**src/rtl/pc_sequencer.sv**
```systemverilog
// Multicycle control sequencer and program counter feeding the fetch stage.
// Steps each instruction through FETCH/DECODE/EXEC/MEM/WB and redirects pc on taken branches.
module pc_sequencer #(
  parameter logic [31:0] RESET_PC     = 32'h0000_0000,
  parameter int unsigned FETCH_CYCLES = 2
) (
  input  logic        clk,
  input  logic        rst,
  input  logic        start,
  input  logic [31:0] instr,
  input  logic        need_mem,
  input  logic        branch_taken,
  input  logic [31:0] branch_target,
  input  logic        halt,
  input  logic        mem_done,
  output logic [2:0]  state,
  output logic [31:0] pc,
  output logic [31:0] ir,
  output logic        retire,
  output logic [31:0] instr_count
);

  typedef enum logic [2:0] {
    ST_FETCH  = 3'd0,
    ST_DECODE = 3'd1,
    ST_EXEC   = 3'd2,
    ST_MEM    = 3'd3,
    ST_WB     = 3'd4,
    ST_RSVD   = 3'd5,
    ST_IDLE   = 3'd6,
    ST_HALT   = 3'd7
  } state_t;

  localparam logic [3:0] FETCH_LAST = 4'(FETCH_CYCLES - 1);

  state_t      state_reg, state_next;
  logic [3:0]  fetch_cnt_reg, fetch_cnt_next;
  logic [31:0] pc_reg, pc_next;
  logic [31:0] next_pc_reg, next_pc_next;
  logic [31:0] ir_reg, ir_next;
  logic [31:0] count_reg, count_next;
  logic        retire_reg, retire_next;

  always_ff @(posedge clk or negedge rst) begin
    if (!rst) begin
      state_reg     <= ST_IDLE;
      fetch_cnt_reg <= 4'd0;
      pc_reg        <= RESET_PC;
      next_pc_reg   <= RESET_PC;
      ir_reg        <= 32'd0;
      count_reg     <= 32'd0;
      retire_reg    <= 1'b0;
    end else begin
      state_reg     <= state_next;
      fetch_cnt_reg <= fetch_cnt_next;
      pc_reg        <= pc_next;
      next_pc_reg   <= next_pc_next;
      ir_reg        <= ir_next;
      count_reg     <= count_next;
      retire_reg    <= retire_next;
    end
  end

  // The fetch counter defaults to zero so it is already clear on every entry to FETCH.
  always_comb begin
    state_next     = state_reg;
    fetch_cnt_next = 4'd0;
    pc_next        = pc_reg;
    next_pc_next   = next_pc_reg;
    ir_next        = ir_reg;
    count_next     = count_reg;

    case (state_reg)
      ST_IDLE: begin
        if (start) state_next = ST_FETCH;
      end
      ST_FETCH: begin
        if (fetch_cnt_reg == FETCH_LAST) begin
          ir_next    = instr;
          state_next = ST_DECODE;
        end else begin
          fetch_cnt_next = fetch_cnt_reg + 4'd1;
        end
      end
      ST_DECODE: begin
        state_next = ST_EXEC;
      end
      ST_EXEC: begin
        if (halt) begin
          state_next = ST_HALT;
        end else begin
          next_pc_next = branch_taken ? {branch_target[31:2], 2'b00} : pc_reg + 32'd4;
          state_next   = need_mem ? ST_MEM : ST_WB;
        end
      end
      ST_MEM: begin
        if (mem_done) state_next = ST_WB;
      end
      ST_WB: begin
        pc_next    = next_pc_reg;
        count_next = count_reg + 32'd1;
        state_next = ST_FETCH;
      end
      ST_HALT: begin
        state_next = ST_HALT;
      end
      default: begin
        state_next = ST_IDLE;
      end
    endcase
  end

  // Registered so retire is high exactly while state reads WB.
  assign retire_next = (state_next == ST_WB);

  assign state       = state_reg;
  assign pc          = pc_reg;
  assign ir          = ir_reg;
  assign retire      = retire_reg;
  assign instr_count = count_reg;

endmodule

```
**config.mk**
```make
export PLATFORM = sky130hd
export DESIGN_NAME = pc_sequencer
export DESIGN_NICKNAME = d
export VERILOG_FILES = /design/src/rtl/pc_sequencer.sv
export SDC_FILE = /design/constraint.sdc
export NUM_CORES = 1
export LEC_CHECK = 0
export ABC_AREA = 1
export BUFFER_PORTS_ARGS = -buffer_cell sky130_fd_sc_hd__buf_2
export CORE_UTILIZATION = 33
export CTS_CLUSTER_SIZE = 40
export DETAILED_ROUTE_END_ITERATION = 6
export GPL_TIMING_DRIVEN = 0
export PLACE_DENSITY = 0.51
export SKIP_CTS_REPAIR_TIMING = 1
export SLEW_MARGIN = 5
export SYNTH_ARGS = -nofsm -noshare
export SYNTH_HDL_FRONTEND = slang
export SYNTH_SLANG_ARGS = --single-unit
export TNS_END_PERCENT = 50
```
**constraint.sdc**
```tcl
create_clock -name clk -period 2.52 [get_ports clk]
set_input_delay 0.252 -clock clk [delete_from_list [all_inputs] [get_ports clk]]
set_output_delay 0.252 -clock clk [all_outputs]
set_load 0.005 [all_outputs]
```
==> results of run 1 <==
[layout make-up]
class / instances / area [sq um]
plain buffers: 24 / 131
clock buffers: 18 / 429
clock inverters: 14 / 138
fillers: 2131 / 12100
inverters: 76 / 285
multi-input cells: 634 / 3260
flip-flops and latches: 136 / 3410
well taps: 275 / 344
repair buffers: 170 / 885
[per-layer routing]
| layer | track usage (%) | vias to the layer above |
|---|---|---|
| met5 | 0 | - |
| met4 | 5.93 | 4 |
| met3 | 5.64 | 20 |
| met2 | 28.4 | 175 |
| met1 | 26.9 | 2929 |
| li1 | - | 3155 |
[power breakdown]
group	switching, uW	internal, uW	total [uW]
Clock	1050	1380	2430
Sequential	14.3	2210	2220
Combinational	108	103	211
Total	1170	3700	4860
[synthesized netlist by cell type, types with 5 or more instances]
cell | instances | area (sq um)
o21ai_0 | 43 | 215
nor2_2 | 10 | 62.6
mux2_4 | 29 | 435
nor2_1 | 121 | 454
nand3_1 | 58 | 290
xor2_1 | 13 | 114
a21oi_1 | 18 | 90.1
nand2_2 | 6 | 37.5
buf_2 | 9 | 45.0
o21bai_1 | 5 | 37.5
dfrtp_1 | 134 | 3350
clkbuf_1 | 8 | 30.0
inv_1 | 74 | 278
nand2_1 | 277 | 1040
a22oi_1 | 5 | 37.5
nand4_1 | 6 | 37.5
xnor2_1 | 12 | 105
[critical path, stage by stage (launching register included)]
cell,delay [ps]
dfrtp_1,410
ha_1,210
nand2_1,90
nor2_2,250
nand2_2,160
nor2_1,310
nand2_1,100
nand2_1,60
nand3_1,60
nand2_1,80
nand2_1,40
[worst min-delay path by stage]
| stage | endpoint | depth (start not counted) |
|---|---|---|
| finish | ir[19] | 2 |
| global route | ir[21] | 2 |
| CTS | next_pc_reg[21] | 1 |
| detailed placement | next_pc_reg[21] | 1 |
| global placement | instr_count[31] | 1 |
| floorplan | fetch_cnt_reg[0] | 0 |
[through the flow]
step                power (uW)  hold slack, ps
floorplan                 2330           -43.6
global placement          2470             453
detailed placement        2480             236
CTS                       4940            -228
global route              5050            34.2
finish                    4860            51.8
[logic make-up (layout without fill, tap and decap cells)]
logic type,Yosys count,in the layout
adder cells (fa/ha/maj),4,4
multiplexers,32,32
AND/OR/NAND/NOR,494,494
buffers and inverters,100,302
AO/OA/AOI/OAI,79,79
XOR/XNOR,25,25
flip-flops,136,136
[cells in the final DEF, fill, tap and decap left out, types with 3 or more instances in the layout]
master	Yosys	routed
nand3_1	58	58
buf_2	9	176
a21oi_1	18	18
dfrtp_1	134	134
nand4_1	6	6
mux2_2	3	3
clkbuf_1	8	9
inv_6	0	5
clkbuf_16	0	17
buf_6	3	4
inv_1	74	74
o21bai_1	5	5
nand2_2	6	6
nor2_2	10	10
nor2_4	4	4
nand2_1	277	277
ha_1	4	4
a22oi_1	5	5
o211ai_1	4	4
o21ai_0	43	43
xnor2_1	12	12
xor2_1	13	13
mux2_4	29	29
clkinvlp_4	0	3
nor2_1	121	121
==> impl_metrics.yaml, run 1 <==
global_routing:
  grt_pass1_wl_um: 32500
  groute.usage.overall_pct: 19.2
  vias_in_the_first_global_route: 6007
  global_route.overflow_total: 0
  antenna_found_initial: 3
  grt_max_degree: 87
die:
  core_area_sq_um: 21000
  die_width_um: 149
  die-height_um: 149
  initial_cell_density_of_the_core_pct: 33.7
  num_rows: 53
  design.die.area_sq_um: 22100
  floorplan.io_pins: 171
timing:
  finalCritPeriodShare_pct: 75.2
  fin_crit_ps: 1890
  timing.fmax_mhz: 528
  finalSetupViolCount: 0
  final_max_slew_viol_count: 0
  max-slew-margin-rel_pct: 57.9
  hold_violations: 0
  final_worst_path_setup_slack_ps: 626
  worst-slew-pin-transition_ps: 632
  clock_skew_ps: 14.9
  unrepaired_setup_endpoints_after_global_routing: "no"
  final.setup.tns_ps: 0
drt:
  drt_wl_total_um: 19800
  drc: 0
  drt_first_iter_violations: 325
  vias: 6283
  final_antenna_net_count: 0
  met2_length_um: 8780
  firstDrtPassIters: 4
  route.detailed.vias_per_inst: 4.66
  route.detailed.wl_per_inst_um: 14.7
  maxUsedRoutingLayer: "met5"
  routed-wl-met3_um: 1240
  m1WireLength_um: 9570
clock_network:
  worst_skew_pair.late_latency_ps: 420
  cts_sinks: 136
  clk_pin_slew_worst_paths_ps: 70
  tritoncts_clock_tree: "done"
  cts_inserted_buffers: 17
  cts_h_tree_depth: 4
  cts_root_buf: "clkbuf_16"
  clockBufferDepth: 2
worst_setup_path:
  r2r-end: "next_pc_reg[28]"
  critical_path.startpoint: "pc[2]"
  critPathKind: "flip-flop to flip-flop"
  cp.required_ps: 2830
  worst_setup_path_end_kind: "flip-flop"
  reg2reg_setup_slack_ps: 630
  critPathMaxFanout: 7
  arrival_time_at_the_worst_endpoint_ps: 2210
  worst-r2r-cell-count: 10
  worst_r2r_startpoint: "pc[2]"
  setup.worst_path.end: "next_pc_reg[28]"
  critical_path.startpoint_type: "flip-flop"
layout:
  antenna-diode-count: 0
  syn2layout_area_growth_pct: 25.3
  drive_above_1_share_pct: 25.7
  fin_area_sq_um: 8880
  final_standard_cell_utilization_of_the_core_pct: 42.2
  final_cells: 1347
  final_nets: 1134
logic_synthesis:
  seq_total_area_yosys_pct: 48.1
  xor_and_xnor_fraction_of_the_mapped_netlist_area_pct: 3.09
  synth_nets: 945
  synth_top_family_by_area: "simple AND/OR/NAND/NOR gates"
  commonest_register_cell_after_synthesis: "dfrtp_1"
  synth-edff-count: 0
  post_synth_simple_gate_area_pct: 29.5
  synth_warnings: 0
  post_synthesis_instance_area_sq_um: 7090
  synthDistinctLibCells: 36
  average_instance_area_after_synthesis_sq_um: 8.14
  netlist_instances: 870
  synth.area.mux_share_pct: 6.62
  ys_ff_latch: 136
  synth-async-reset-ratio_pct: 100
  post_synth_fa_ha_maj_area_fraction_pct: 0.706
  synth_compound_gate_area_share_pct: 6.13
pwr:
  max-vdd-ir-drop_uv: 381
  total_power_divided_by_cell_area_nw_per_um2: 548
  static-leakage-power_uw: 0.00443
place:
  placement.setup.worst_slack_ps: 647
  gpl_congestion: 0.871
  buffer_ports.inserted: 168
  placedInstanceArea_sq_um: 8300
  dpl.cell_count: 1314
  detailed_placement_wirelength_estimate_um: 14700
worst_hold_path:
  hold_path_startpoint: "instr[19]"
  worst_hold_path_type: "input pin to flip-flop"
status:
  result_of_the_run: "finished, final reports clean"
flow_run:
  cap_violations: 0
Power figures use the tool's default switching activity.
==> inputs of run 2 (changes only) <==
clock period = 1.9 ns   (was 2.52 ns; I/O delays follow)
==> run 2 against run 1 <==
Cell area grew 3.8%. Wire length increased by 2.8%. Largest cell class unchanged. First-iteration DRC count down 2.2%. Clock skew about the same. Sequential share of layout area decreased by 1.4 points. Critical endpoint is now next_pc_reg[24]. Clock power is 33% higher. Final cell count grew 2.3%. Setup slack got worse by 440 ps. Critical path depth is the same. Register-to-register slack lost 440 ps. The run now ends with negative hold slack left. Sequential power is 33% higher. Total power is 34% higher.
==> impl_metrics.yaml, run 2 (synthesized netlist as in run 1, its figures left out) <==
die:
  die-height_um: 149
  floorplan.io_pins: 171
  core_area_sq_um: 21000
  design.die.area_sq_um: 22100
  die_width_um: 149
  initial_cell_density_of_the_core_pct: 33.7
  num_rows: 53
layout:
  final_cells: 1378
  drive_above_1_share_pct: 25.6
  final_nets: 1165
  antenna-diode-count: 0
  syn2layout_area_growth_pct: 30.1
  most-common-layout-cells: "nand2_1, buf_2, dfrtp_1"
  final_common_cell: "nand2_1"
clock_network:
  worst_skew_pair.late_latency_ps: 420
  tritoncts_clock_tree: "done"
  cts_root_buf: "clkbuf_16"
  clk_pin_slew_worst_paths_ps: 70
  cts_sinks: 136
  cts_h_tree_depth: 4
  cts_inserted_buffers: 17
  clockBufferDepth: 2
status:
  violations: "negative hold slack"
  result_of_the_run: "finished, violations left"
worst_setup_path:
  crit_family: "simple AND/OR/NAND/NOR gates"
  cp_num_buf_inv: 0
  slowest_delay_ps: 410
  cp.required_ps: 2220
  worst_r2r_startpoint: "pc[2]"
  cp_slowest_cell: "dfrtp_1"
  worstPathCellList: "ha_1 > nand2_1 > nor2_4 > nand2_2 > nor2_2 > nand2_1 > nand2_1 > nand3_1 > nand2_1 > nand2_1"
  worst_path_most_repeated_cell: "nand2_1"
  critPathKind: "flip-flop to flip-flop"
  critical_path.startpoint: "pc[2]"
  critPathMaxFanout: 7
  worst_setup_path_end_kind: "flip-flop"
  arrival_time_at_the_worst_endpoint_ps: 2030
  critical_path.startpoint_type: "flip-flop"
timing:
  clock_skew_ps: 15.3
  timing.fmax_mhz: 583
  fin_crit_ps: 1710
  max-slew-margin-rel_pct: 58.0
  hold_violations: 1
  finalSetupViolCount: 0
  unrepaired_setup_endpoints_after_global_routing: "yes"
  final_max_slew_viol_count: 0
  worst-slew-pin-transition_ps: 630
  finalHoldWorstSlack_ps: -1.88
  finalCritPeriodShare_pct: 90.2
place:
  gpl_congestion: 0.871
  detailed_placement_wirelength_estimate_um: 14700
  dpl.cell_count: 1314
  buffer_ports.inserted: 168
pwr:
  total_power_divided_by_cell_area_nw_per_um2: 706
  static-leakage-power_uw: 0.00457
  max-vdd-ir-drop_uv: 503
worst_hold_path:
  worst_hold_path_type: "input pin to flip-flop"
  hold_path_startpoint: "instr[31]"
drt:
  final_antenna_net_count: 0
  vias: 6449
  drt_wl_total_um: 20400
  drc: 0
  route.detailed.wl_per_inst_um: 14.8
  drt_first_iter_violations: 318
  firstDrtPassIters: 4
  route.detailed.vias_per_inst: 4.68
flow_run:
  cap_violations: 0
global_routing:
  global_route.overflow_total: 0
  vias_in_the_first_global_route: 6007
  antenna_found_initial: 3
  grt_pass1_wl_um: 32500
  grt_max_degree: 87
  groute.usage.overall_pct: 19.2
==> run 2: worst paths after layout <==
kind	to	slack, ps	cells past startpoint
min reg2reg	instr_count[31]	470	1
max in group asynchronous	state[1]	780	3
max	next_pc_reg[24]	190	10
min	ir[31]	-2	2
max reg2reg	next_pc_reg[24]	190	10
min in group asynchronous	next_pc_reg[21]	280	2
==> run 2: worst reg2reg max path, stage by stage (launching register included) <==
cell and delay [ps]:
dfrtp_1 410, ha_1 210, nand2_1 110, nor2_4 170, nand2_2 160, nor2_2 230
nand2_1 70, nand2_1 60, nand3_1 70, nand2_1 80, nand2_1 40
==> run 2: final cells by class <==
type	instances	area [sq um]
well taps	275	344
fillers	2091	11800
flip-flops and latches	136	3410
repair buffers	201	1190
multi-input cells	634	3290
plain buffers	24	135
clock buffers	18	429
inverters	76	285
clock inverters	14	138
==> run 2: stage by stage <==
stage	worst slack (ps)	setup TNS (ps)	total power (uW)	cell area, sq um	utilization, %
final	186	0	6510	9220	43.8
after global routing	-14.6	-14.6	6760	9220	43.8
after CTS	0.240	0	6550	8870	42.2
after detailed placement	26.7	0	3290	8300	39.5
after global placement	-1430	-191100	3280	8270	39.3
after floorplan	414	0	3090	7090	-
==> run 2: per-layer routing <==
layer  vias to the layer above  part of all wire (%)  GRT usage [%]
li1                       3217                     -              -
met4                         4                   1.1           5.93
met1                      3019                    48           26.9
met5                         -                  0.13              0
met2                       189                    45           28.4
met3                        20                   6.3           5.64
==> run 2: where the power goes <==
| group | switching (uW) | internal (uW) |
|---|---|---|
| Sequential | 20.2 | 2930 |
| Combinational | 154 | 178 |
| Clock | 1390 | 1830 |
| Total | 1560 | 4940 |
==> inputs of run 3 (changes only) <==
clock period = 2.01 ns   (was 1.9 ns; I/O delays follow)
==> run 3 against run 2 <==
The run now ends clean. Clock skew fell by 0.77 ps. Hold slack gained 5.0 ps. Sequential power is 5% lower. Total power is 5.5% lower. Wire length fell by 1.0%. Setup slack worse by 26 ps. Non-clock buffer count fell by 8. Critical path type unchanged. Largest power group unchanged.
==> impl_metrics.yaml, run 3 (synthesized netlist as in run 1, its figures left out) <==
status:
  result_of_the_run: "finished, final reports clean"
timing:
  finalSetupViolCount: 0
  worst-slew-pin-transition_ps: 657
  final_max_slew_viol_count: 0
  finalCritPeriodShare_pct: 92.0
  fin_crit_ps: 1850
  clock_skew_ps: 14.5
  max-slew-margin-rel_pct: 56.2
  hold_violations: 0
  unrepaired_setup_endpoints_after_global_routing: "no"
  timing.fmax_mhz: 541
worst_setup_path:
  worstPathCellList: "nor2_4 > nand2_4 > buf_2 > clkbuf_1 > o21ai_0"
  r2r-end: "pc[2]"
  worst_setup_path_end_kind: "flip-flop"
  arrival_time_at_the_worst_endpoint_ps: 2140
  cp_num_buf_inv: 2
  critPathMaxFanout: 10
  reg2reg_setup_slack_ps: 160
  critPathKind: "flip-flop to flip-flop"
  crit_family: "buffers and inverters"
  cp_slowest_cell: "dfstp_2"
  slowest_delay_ps: 610
  critical_path.startpoint_type: "flip-flop"
  cp.required_ps: 2300
  worst_r2r_startpoint: "state[1]"
  worst-r2r-cell-count: 5
layout:
  final_standard_cell_utilization_of_the_core_pct: 43.4
  antenna-diode-count: 0
  syn2layout_area_growth_pct: 28.7
  final_common_cell: "nand2_1"
  fin_area_sq_um: 9120
  most-common-layout-cells: "nand2_1, buf_2, dfrtp_1"
  drive_above_1_share_pct: 25.4
  final_nets: 1157
global_routing:
  grt_pass1_wl_um: 32500
  vias_in_the_first_global_route: 6007
  groute.usage.overall_pct: 19.2
  antenna_found_initial: 3
  grt_max_degree: 87
  global_route.overflow_total: 0
place:
  placedInstanceArea_sq_um: 8300
  buffer_ports.inserted: 168
  gpl_congestion: 0.871
  detailed_placement_wirelength_estimate_um: 14700
drt:
  drt_wl_total_um: 20200
  route.detailed.vias_per_inst: 4.69
  final_antenna_net_count: 0
  route.detailed.wl_per_inst_um: 14.7
  drt_first_iter_violations: 276
  drc: 0
  vias: 6429
  firstDrtPassIters: 5
pwr:
  total_power_divided_by_cell_area_nw_per_um2: 674
  share_seq_of_total_power_pct: 45.3
  power_switching_uw: 1490
  max-vdd-ir-drop_uv: 481
  switching_share_pct: 24.2
  static-leakage-power_uw: 0.00453
  power.share.clock_pct: 49.8
  internal_power_consumption_uw: 4660
  comb_power_share_pct: 4.9
die:
  die_width_um: 149
  die-height_um: 149
  num_rows: 53
  design.die.area_sq_um: 22100
  initial_cell_density_of_the_core_pct: 33.7
  core_area_sq_um: 21000
  floorplan.io_pins: 171
worst_hold_path:
  min_delay_worst_endpoint: "ir[11]"
  worst_hold_path_type: "input pin to flip-flop"
  min_delay_path_depth: 2
  hold_path_startpoint: "instr[11]"
clock_network:
  cts_root_buf: "clkbuf_16"
  cts_sinks: 136
  cts_inserted_buffers: 17
  cts_h_tree_depth: 4
  clk_pin_slew_worst_paths_ps: 70
  clockBufferDepth: 2
  tritoncts_clock_tree: "done"
  worst_skew_pair.late_latency_ps: 420
flow_run:
  cap_violations: 0
## run 3: changes by cell type in the layout (fill, tap and decap cells not counted), sizes merged
cell,before,now
buf,184,185
clkbuf,27,26
dlygate4sd3,32,24
## run 3: worst max path at each step
stage,start,endpoint,cells past startpoint,slack (ps)
finish,state[1],pc[2],5,160
global route,state[1],pc[10],5,40
CTS,pc[2],next_pc_reg[28],10,110
detailed placement,pc[3],next_pc_reg[28],10,140
global placement,rst,ir[11],1,-1330
floorplan,pc[2],next_pc_reg[24],10,520
## run 3: per-stage QoR
stage | TNS, ps | setup slack [ps] | hold slack [ps] | instances | power, uW
floorplan | 0 | 524 | -94.6 | 870 | 2920
global route | 0 | 35.9 | 0.243 | 1370 | 6380
finish | 0 | 160 | 3.09 | 1370 | 6150
CTS | 0 | 110 | -279 | 1346 | 6190
global placement | -177640 | -1330 | 431 | 1313 | 3100
detailed placement | 0 | 137 | 185 | 1314 | 3110
## run 3: layout make-up
cell class,instances,area (sq um)
plain buffers,24,131
clock buffers,18,429
clock inverters,14,138
fillers,2108,11900
inverters,76,285
multi-input cells,634,3270
flip-flops and latches,136,3410
well taps,275,344
repair buffers,193,1110
## run 3: power groups by stage
stage               Combinational, uW  Clock (uW)  Sequential [uW]
detailed placement                272           0             2840
floorplan                        79.3           0             2840
global route                      333        3250             2790
finish                            300        3060             2790
CTS                               271        3130             2790
global placement                  261           0             2840
## run 3: routing by layer
metal	global-route usage, %	wire [um]	up-vias
li1	-	-	3203
met1	26.9	9650	3002
met2	28.4	8940	194
met3	5.64	1270	26
met4	5.93	271	4
met5	0	27	-
